$ cat config.mk
export PLATFORM = sky130hd
export DESIGN_NAME = mul_share_sched
export DESIGN_NICKNAME = d
export VERILOG_FILES = /design/src/rtl/mul_share_sched.sv
export SDC_FILE = /design/constraint.sdc
export NUM_CORES = 1
export LEC_CHECK = 0
export ABC_AREA = 1
export ABC_CLOCK_PERIOD_IN_PS = 3600
export BUFFER_PORTS_ARGS = -buffer_cell sky130_fd_sc_hd__buf_2
export CAP_MARGIN = 25
export CELL_PAD_IN_SITES_DETAIL_PLACEMENT = 1
export CELL_PAD_IN_SITES_GLOBAL_PLACEMENT = 1
export CORE_MARGIN = 3
export CORE_UTILIZATION = 29
export DETAILED_ROUTE_END_ITERATION = 6
export PLACE_DENSITY = 0.78
export REMOVE_ABC_BUFFERS = 1
export SYNTH_ARGS = -nofsm -noshare
export SYNTH_HDL_FRONTEND = slang
export SYNTH_SLANG_ARGS = --single-unit
$ cat constraint.sdc
create_clock -name i_clk -period 3.6 [get_ports i_clk]
set_input_delay 0.36 -clock i_clk [delete_from_list [all_inputs] [get_ports i_clk]]
set_output_delay 0.36 -clock i_clk [all_outputs]
set_load 0.05 [all_outputs]
$ cat src/rtl/mul_share_sched.sv
// mul_share_sched: round-robin scheduler sharing one pipelined FPU multiplier
// among NUM_REQ FFT butterfly requesters, with a flush/drain sequence used
// between FFT frames.
//
// Ports:
//   i_clk, i_rst_n          clock, asynchronous active-low reset
//   i_req_valid/a/b         per-requester operand pairs (slice r = requester r)
//   o_req_ready             one-hot or zero grant (combinational)
//   o_mul_valid/a/b         registered multiplier launch
//   i_mul_result            multiplier output, MUL_LATENCY cycles after launch
//   o_res_valid/o_res_data  one-hot result pulse and shared result data
//   i_flush, o_flush_done   drain request and completion pulse
//   o_busy                  at least one operation in flight
//   o_grant_cnt             per-requester saturating grant counters
//                           (only when MUL_SCHED_STATS_EN is defined)
module mul_share_sched #(
  parameter int unsigned NUM_REQ     = 4,
  parameter int unsigned SIZE_DATA   = 32,
  parameter int unsigned MUL_LATENCY = 3
) (
  input  logic                           i_clk,
  input  logic                           i_rst_n,
  input  logic [NUM_REQ-1:0]             i_req_valid,
  input  logic [NUM_REQ*SIZE_DATA-1:0]   i_req_a,
  input  logic [NUM_REQ*SIZE_DATA-1:0]   i_req_b,
  output logic [NUM_REQ-1:0]             o_req_ready,
  output logic                           o_mul_valid,
  output logic [SIZE_DATA-1:0]           o_mul_a,
  output logic [SIZE_DATA-1:0]           o_mul_b,
  input  logic [SIZE_DATA-1:0]           i_mul_result,
  output logic [NUM_REQ-1:0]             o_res_valid,
  output logic [SIZE_DATA-1:0]           o_res_data,
  input  logic                           i_flush,
  output logic                           o_flush_done,
  output logic                           o_busy
`ifdef MUL_SCHED_STATS_EN
  ,
  output logic [NUM_REQ*16-1:0]          o_grant_cnt
`endif
);

  localparam int unsigned TAG_W = $clog2(NUM_REQ);
  localparam int unsigned CNT_W = $clog2(MUL_LATENCY + 3);

  typedef enum logic [1:0] {ST_RUN, ST_DRAIN, ST_DONE} state_t;

  state_t               state;
  logic [TAG_W-1:0]     ptr;
  logic                 gnt_found;
  logic [TAG_W-1:0]     gnt_idx;
  int unsigned          cand;
  logic [SIZE_DATA-1:0] sel_a;
  logic [SIZE_DATA-1:0] sel_b;
  logic                 hs;
  logic [TAG_W-1:0]     mul_tag;
  logic                 pipe_vld [MUL_LATENCY];
  logic [TAG_W-1:0]     pipe_tag [MUL_LATENCY];
  logic [CNT_W-1:0]     inflight;

  // Round-robin search from ptr upward, plus operand mux for the winner
  always_comb begin
    gnt_found = 1'b0;
    gnt_idx   = '0;
    cand      = 0;
    sel_a     = '0;
    sel_b     = '0;
    for (int unsigned i = 0; i < NUM_REQ; i++) begin
      cand = (32'(ptr) + i) % NUM_REQ;
      if (!gnt_found && i_req_valid[TAG_W'(cand)]) begin
        gnt_found = 1'b1;
        gnt_idx   = TAG_W'(cand);
      end
    end
    for (int unsigned r = 0; r < NUM_REQ; r++) begin
      if (gnt_idx == TAG_W'(r)) begin
        sel_a = i_req_a[r*SIZE_DATA +: SIZE_DATA];
        sel_b = i_req_b[r*SIZE_DATA +: SIZE_DATA];
      end
    end
  end

  // Grants only in RUN without a pending flush; held at zero during reset
  assign o_req_ready = (i_rst_n && (state == ST_RUN) && !i_flush && gnt_found)
                       ? (NUM_REQ'(1) << gnt_idx) : '0;
  assign hs     = |(i_req_valid & o_req_ready);
  assign o_busy = (inflight != '0);

  // FSM, arbiter pointer, launch, tag pipe, result return and in-flight count
  always_ff @(posedge i_clk or negedge i_rst_n) begin
    if (!i_rst_n) begin
      state        <= ST_RUN;
      ptr          <= '0;
      o_mul_valid  <= 1'b0;
      o_mul_a      <= '0;
      o_mul_b      <= '0;
      mul_tag      <= '0;
      o_res_valid  <= '0;
      o_res_data   <= '0;
      o_flush_done <= 1'b0;
      inflight     <= '0;
      for (int unsigned i = 0; i < MUL_LATENCY; i++) begin
        pipe_vld[i] <= 1'b0;
        pipe_tag[i] <= '0;
      end
    end else begin
      o_flush_done <= 1'b0;
      case (state)
        ST_RUN:   if (i_flush) state <= ST_DRAIN;
        ST_DRAIN: if (inflight == '0) begin
                    state        <= ST_DONE;
                    o_flush_done <= 1'b1;
                  end
        ST_DONE:  state <= ST_RUN;
        default:  state <= ST_RUN;
      endcase

      if (state == ST_DONE) begin
        ptr <= '0;
      end else if (hs) begin
        ptr <= (gnt_idx == TAG_W'(NUM_REQ - 1)) ? '0 : gnt_idx + TAG_W'(1);
      end

      o_mul_valid <= hs;
      if (hs) begin
        o_mul_a <= sel_a;
        o_mul_b <= sel_b;
        mul_tag <= gnt_idx;
      end

      // Tag enters alongside o_mul_valid so the last stage lines up with i_mul_result
      pipe_vld[0] <= o_mul_valid;
      pipe_tag[0] <= mul_tag;
      for (int unsigned i = 1; i < MUL_LATENCY; i++) begin
        pipe_vld[i] <= pipe_vld[i-1];
        pipe_tag[i] <= pipe_tag[i-1];
      end

      if (pipe_vld[MUL_LATENCY-1]) begin
        o_res_valid <= NUM_REQ'(1) << pipe_tag[MUL_LATENCY-1];
        o_res_data  <= i_mul_result;
      end else begin
        o_res_valid <= '0;
      end

      case ({hs, |o_res_valid})
        2'b10:   inflight <= inflight + CNT_W'(1);
        2'b01:   inflight <= inflight - CNT_W'(1);
        default: inflight <= inflight;
      endcase
    end
  end

`ifdef MUL_SCHED_STATS_EN
  logic [15:0] grant_cnt [NUM_REQ];

  // Saturating per-requester grant counters, cleared at the end of each drain
  always_ff @(posedge i_clk or negedge i_rst_n) begin
    if (!i_rst_n) begin
      for (int unsigned r = 0; r < NUM_REQ; r++) grant_cnt[r] <= '0;
    end else begin
      for (int unsigned r = 0; r < NUM_REQ; r++) begin
        if (state == ST_DONE) begin
          grant_cnt[r] <= '0;
        end else if (hs && (gnt_idx == TAG_W'(r)) && (grant_cnt[r] != 16'hFFFF)) begin
          grant_cnt[r] <= grant_cnt[r] + 16'd1;
        end
      end
    end
  end

  always_comb begin
    o_grant_cnt = '0;
    for (int unsigned r = 0; r < NUM_REQ; r++) o_grant_cnt[r*16 +: 16] = grant_cnt[r];
  end
`endif

endmodule

==> flow_summary.toml, run 1 <==
[power]
seqPwrFrac = 0.182
ir_worst_vdd_v = 0.000787
intPower_w = 0.00516
p_per_area_mw_per_mm2 = 1240
pwr-share-clk = 0.137
p_leak_nw = 5.39
p_sw_w = 0.00683
power_w = 0.0120
p_comb_frac = 0.681
switching_share = 0.570

[placed_design]
io_buffers = 401
placed_area_mm2 = 0.00906
dpl.cell_count = 1640
gp_congestion = 0.841
place.detailed.hpwl_um = 21500

[logic_synthesis]
avgSynthCellArea_um2 = 6.92
synth-simple-area-share = 0.331
seq_area_frac_synth = 0.443
synth_top_family_by_area = "simple AND/OR/NAND/NOR gates"
synth_adder_area_share = 0.0122
ys_seq_elements = 120
ys_top_cells_by_area = "dfrtp_1 (44%), nand2_1 (25%), o21ai_0 (9.8%)"
synth_compound_area_frac = 0.149
yosysWarnings = 0
synth_area_mm2 = 0.00677
yosysTopAreaCell = "dfrtp_1"
synthCells = 978
synthMuxAreaShare = 0
ys_types = 28
synth-xor-area-share = 0.00259
synth_top_area_frac = 0.443

[worst_setup_path]
crit_fanout = 65
cp_num_buf_inv = 5
setup.worst_path.start = "ptr[0]$_DFFE_PN0P_"
crit_path_end_kind = "output pin"
slowest_delay_ps = 490
worst_ep_arrival_time_ps = 2930
r2r-start = "ptr[0]$_DFFE_PN0P_"
start_kind = "register"
r2r-end = "inflight[2]$_DFFE_PN0P_"
slowest_stage = "dfrtp_2"
cpMostUsedCell = "nand2_1"
r2r_cells = 20
required_ps = 3240
path_cells = "inv_6 > nand2_2 > nand3_1 > nand2_1 > nor2_4 > nand2_1 > o211ai_1 > nand2_1 > inv_1 > ha_4 > buf_16 > inv_1 > nor2_1 > buf_4"
crit_family = "buffers and inverters"
endpoint = "o_req_ready[3]"
cp.depth = 14
critPathKind = "register to output pin"
regToRegSetupSlack_ps = 340

[sta]
fin_crit_sh = 0.913
hold_viol = 0
slew_violations = 0
fmax_ghz = 0.304
worstMarginPinSlew_ps = 918
finalSetupViolCount = 0
rsz0062_at_grt = "no"
slew_headroom = 0.388
tns_ps = 0
skew_ps = 8.71
min_period_ps = 3290

[drt]
ant_nets = 0
routed_via_density = 4.83
vias = 8099
dr.pass1.iters = 4
drtIter0Drc = 265
wirelength_um = 29400
drc = 0
wl_per_cell_um = 17.5

[finish]
drive_above_1_share = 0.349
final_cells = 1676
final_cell_area_mm2 = 0.00968
final-seq-area_mm2 = 0.00300
fin_nets = 1648
area_growth_syn_to_layout_pct = 42.9
multi_input_area_mm2 = 0.00337
fillers = 2981
final_cell_mix = "nand2_1 (451), buf_2 (399), o21ai_0 (133)"
layout_commonest_cell = "nand2_1"
fin_util = 0.425

[global_route]
grt_pass1_wl_um = 44800
grt_max_degree = 130
grt_pass1_vias = 8289
gr-total-overflow = 0
grtUsageTotal = 0.221
antenna_found_initial = 7

[clocking]
cts_made_buffers = 17
root_buffer = "clkbuf_16"
clk_pin_slew_ps = 60
clk_latency_ps = 400
cts_sinks = 120
postCtsSetupRepairBufs = 0
htree_levels = 4
tritoncts = "done"
cts_max_path_buffers = 2

[job]
maxCapViolCount = 0

[min_path]
worstHoldStart = "i_mul_result[6]"
hold_class = "input pin to register"

[die]
die_h_um = 159
initial_core_util = 0.297
die_w_um = 159
num_io_pins = 402
core_area_mm2 = 0.0228
placementRows = 55
dieArea_mm2 = 0.0252

[outcome]
outcome = "finished clean"
## how the worst min path moves through the flow
stage                                       to  slack (ps)  cells after the start
global placement         pipe_tag[0]$_DFF_PN0_         330                      0
global route        o_res_data[10]$_DFFE_PN0P_         150                      3
CTS                  o_res_data[6]$_DFFE_PN0P_         130                      3
detailed placement       pipe_tag[0]$_DFF_PN0_         340                      0
floorplan              inflight[0]$_DFFE_PN0P_          60                      0
finish               o_res_data[6]$_DFFE_PN0P_         150                      3
## cells by family (layout without fill, tap and decap cells)
kind of cell               Yosys count  after routing
and+or+nand+nor                    555            555
AOI/OAI and AO/OA                  200            200
other                                0              3
DFF                                120            120
adders and majority gates            6              6
xor gates and xnor gates             2              2
buffers and inverters               95            477
## per-layer routing
metal,share of wire,GRT usage,vias up
met1,0.40,0.255,3816
met2,0.51,0.394,301
met5,0.0023,0,-
met3,0.064,0.0600,62
met4,0.025,0.0744,10
li1,-,-,3910
## synth_stat cells (all sizes together)
| library cell | instances |
|---|---|
| xnor2 | 1 |
| o211ai | 1 |
| and2 | 1 |
| o21ai | 133 |
| buf | 25 |
| ha | 5 |
| xor2 | 1 |
| clkinv | 1 |
| nand4 | 6 |
| nor3 | 6 |
| nor2 | 7 |
| clkbuf | 46 |
| or4 | 1 |
| dfrtp | 120 |
| a21oi | 65 |
| nand2 | 457 |
| fa | 1 |
| nand3 | 77 |
| inv | 23 |
| o21a | 1 |
## area by class of cell
type                       count  share of cell area
tap                          313              0.0405
clock buffer                  18              0.0454
antenna                        3            0.000776
timing repair buffer         421               0.231
clock inverter                14              0.0128
inverter                      24              0.0101
multi-input combinational    763               0.349
sequential                   120               0.310
## per-stage QoR
step / setup WS, ps / hold WS [ps]
4_1_cts: 4.77 / 132
6_report: 315 / 155
2_1_floorplan: -1370 / 64.4
3_3_place_gp: 423 / 334
5_1_grt: 4.83 / 149
3_5_place_dp: 302 / 336
## worst register-to-register path, stage by stage (launching register included)
cell and delay [ps]:
dfrtp_2 490, inv_6 110, nand2_2 70, nand3_1 120, nand2_1 110, nor2_4 150, nand2_1 110, nand2_1 70
nand2_1 70, nand3_2 120, inv_1 100, ha_2 220, nand4_1 120, nand2_2 90, nor2_4 110, ha_1 190
inv_1 80, fa_1 380, a21oi_1 140, o21ai_0 120, xor2_1 160
## power groups by stage
stage / Sequential, W / Combinational (W) / Clock, W
global route: 0.00225 / 0.00903 / 0.00175
finish: 0.00218 / 0.00817 / 0.00164
global placement: 0.00217 / 0.00794 / 0
detailed placement: 0.00219 / 0.00812 / 0
floorplan: 0.00379 / 0.00387 / 0
CTS: 0.00218 / 0.00815 / 0.00169
## timing repair
action / 4_1_cts / 5_1_grt
endpoints found under the setup margin: 1 / 5
cloned: 0 / 1
resized for setup: 1 / 5
pin swaps: 0 / 0
hold buffers: 0 / 0
## registers in the layout, indices dropped and copies added (netlist names)
signal / flops
o_mul_a: 32
o_mul_b: 32
o_res_data: 32
pipe_tag: 6
o_res_valid: 4
inflight: 3
pipe_vld: 3
mul_tag: 2
ptr: 2
state: 2
o_flush_done: 1
o_mul_valid: 1
Note: power is estimated with default switching activity, not from simulation.
==> inputs of run 2 (changes only) <==
- ABC_AREA: 1 -> 0
- CORE_AREA: default -> 3 3 157 159
- CORE_MARGIN: 3 -> default
- CORE_UTILIZATION: 29 -> default
- DIE_AREA: default -> 0 0 160 162
- PLACE_DENSITY: 0.78 -> 0.73
==> flow_summary.toml, run 2 <==
[outcome]
outcome = "finished clean"

[logic_synthesis]
synthCells = 783
synth_area_mm2 = 0.00654
avgSynthCellArea_um2 = 8.35
ys_types = 37
seq_area_frac_synth = 0.459
synthTopCellsByCount = "a21oi_1 (193), dfrtp_1 (120), inv_1 (71)"
ys_seq_elements = 120
yosysTopAreaCell = "dfrtp_1"
synth_most_common_cell = "a21oi_1"
ys_top_cells_by_area = "dfrtp_1 (46%), a21oi_1 (15%), a22oi_1 (7.6%)"
synth-edff-count = 0
yosysWarnings = 0
ys.flop_type = "dfrtp_1"
synth_top_area_frac = 0.459
synthArstFlopShare = 1.00

[clocking]
postCtsSetupRepairBufs = 0
htree_levels = 4
clk_pin_slew_ps = 60
hold_buffers = 0
tritoncts = "done"
cts_sinks = 120
cts_made_buffers = 17
cts_resized = 0
cts_max_path_buffers = 2
clk_latency_ps = 410
root_buffer = "clkbuf_16"

[worst_setup_path]
worst_ep_arrival_time_ps = 2910
crit_path_end_kind = "output pin"
start_kind = "register"
slowest_stage = "buf_4"
slowest_delay_ps = 630
crit_fanout = 63
path_cells = "a21oi_1 > o21a_1 > o22ai_1 > ha_2 > buf_4 > and2_1 > buf_2"
critPathKind = "register to output pin"
required_ps = 3240

[sta]
hold_viol = 0
slew_headroom = 0.412
worstMarginPinSlew_ps = 882
rsz0062_at_grt = "no"
skew_ps = 8.42
finalSetupViolCount = 0
min_period_ps = 3270
slew_violations = 0
fin_crit_sh = 0.909
fmax_ghz = 0.306
tns_ps = 0

[placed_design]
dpl.cell_count = 1447
place.detailed.hpwl_um = 18800
io_buffers = 401
gp_congestion = 0.810

[drt]
wl_per_cell_um = 17.2
dr.pass1.iters = 4
drtIter0Drc = 266
routed_via_density = 4.76
wirelength_um = 25500
drc = 0
ant_nets = 0
vias = 7036

[finish]
num_antenna_cells = 0
drive_above_1_share = 0.417
top_regs = "o_mul_a x32, o_mul_b x32, o_res_data x32"
layout_commonest_cell = "buf_2"
fin_util = 0.401
final_cell_mix = "buf_2 (400), a21oi_1 (193), dfrtp_1 (120)"
fillers = 2970
final_cells = 1479
area_growth_syn_to_layout_pct = 43.7
fin_nets = 1448

[die]
core_area_mm2 = 0.0234
die_w_um = 160
num_io_pins = 402
die_h_um = 162
initial_core_util = 0.279
dieArea_mm2 = 0.0259
placementRows = 56

[power]
switching_share = 0.516
p_leak_nw = 4.85
seqPwrFrac = 0.253
pwr-share-clk = 0.190
ir_worst_vdd_v = 0.000372
p_per_area_mw_per_mm2 = 961
intPower_w = 0.00437
p_sw_w = 0.00466
p_comb_frac = 0.556
power_w = 0.00903

[global_route]
grtUsageTotal = 0.190
gr-total-overflow = 0
grt_max_degree = 128
grt_pass1_wl_um = 39300
antenna_found_initial = 1
grt_pass1_vias = 7227

[min_path]
hold_class = "input pin to asynchronous set/reset pin"

[job]
maxCapViolCount = 0
## run 2: cell types whose count changed after synthesis, sizes merged, moves of 3 or more
cell / previous run / this run
nand2: 457 / 65
a21oi: 65 / 193
nand3: 77 / 0
o21ai: 133 / 62
a22oi: 0 / 66
nor2: 7 / 69
inv: 23 / 72
mux2: 0 / 33
nand4: 6 / 0
clkbuf: 46 / 42
mux2i: 0 / 4
nor3: 6 / 2
a221o: 0 / 3
and2: 1 / 4
## run 2: cell families (layout without fill, tap and decap cells)
family / Yosys count / after routing / share of synthesized area
AO/OA/AOI/OAI: 328 / 328 / 0.281
XOR/XNOR: 3 / 3 / 0.00402
adder cells (fa/ha/maj): 6 / 6 / 0.0126
buffers and inverters: 139 / 516 / 0.0859
flip-flops: 120 / 120 / 0.459
multiplexers: 37 / 37 / 0.0630
AND/OR/NAND/NOR: 150 / 150 / 0.0941
## run 2: cell type report
cell class	count	area (um2)	area share
multi-input combinational	524	3010	0.321
sequential	120	3000	0.320
timing repair buffer	412	2120	0.225
clock buffer	19	443	0.0471
tap	319	399	0.0425
inverter	72	273	0.0290
clock inverter	13	146	0.0156
## run 2: routing by layer
| metal | up-vias | routed length [um] | GRT usage |
|---|---|---|---|
| met1 | 3312 | 10100 | 0.218 |
| met3 | 28 | 2090 | 0.0612 |
| met5 | - | 13 | 0 |
| met4 | 2 | 543 | 0.0615 |
| li1 | 3425 | - | - |
| met2 | 269 | 12700 | 0.336 |
## run 2: path summary, 6_finish.rpt
check | start | end | slack, ps | depth (start not counted)
min in group i_clk | i_mul_result[21] | o_res_data[21]$_DFFE_PN0P_ | 180 | 2
min | i_rst_n | o_res_valid[3]$_DFF_PN0_ | 90 | 2
max reg2reg | ptr[1]$_DFFE_PN0P_ | inflight[2]$_DFFE_PN0P_ | 390 | 14
max in group asynchronous | i_rst_n | o_mul_a[31]$_DFFE_PN0P_ | 2160 | 3
max | ptr[1]$_DFFE_PN0P_ | o_req_ready[0] | 330 | 7
min reg2reg | pipe_tag[3]$_DFF_PN0_ | pipe_tag[1]$_DFF_PN0_ | 350 | 0
## run 2: through the flow
stage / area, um2 / hold slack (ps) / setup slack (ps)
2_1_floorplan: 6250 / 64.4 / -1800
3_5_place_dp: 8810 / 344 / 460
3_3_place_gp: 8810 / 334 / 601
5_1_grt: 9400 / 140 / 145
4_1_cts: 9400 / 111 / 301
6_report: 9400 / 87.0 / 328
## run 2: critical path, delay by kind of cell, from the launching register on
family | cells | cell delay (ps)
flops | 1 | 440
simple gates | 1 | 220
fa+ha+maj | 1 | 280
compound gates | 3 | 660
buf+inv | 2 | 890
## run 2: power groups by stage
| stage | combinational (W) | clock, W | sequential, W |
|---|---|---|---|
| after CTS | 0.00509 | 0.00177 | 0.00230 |
| after detailed placement | 0.00507 | 0 | 0.00231 |
| after global placement | 0.00500 | 0 | 0.00227 |
| after floorplan | 0.00172 | 0 | 0.00422 |
| final | 0.00503 | 0.00172 | 0.00229 |
| after global routing | 0.00542 | 0.00183 | 0.00238 |
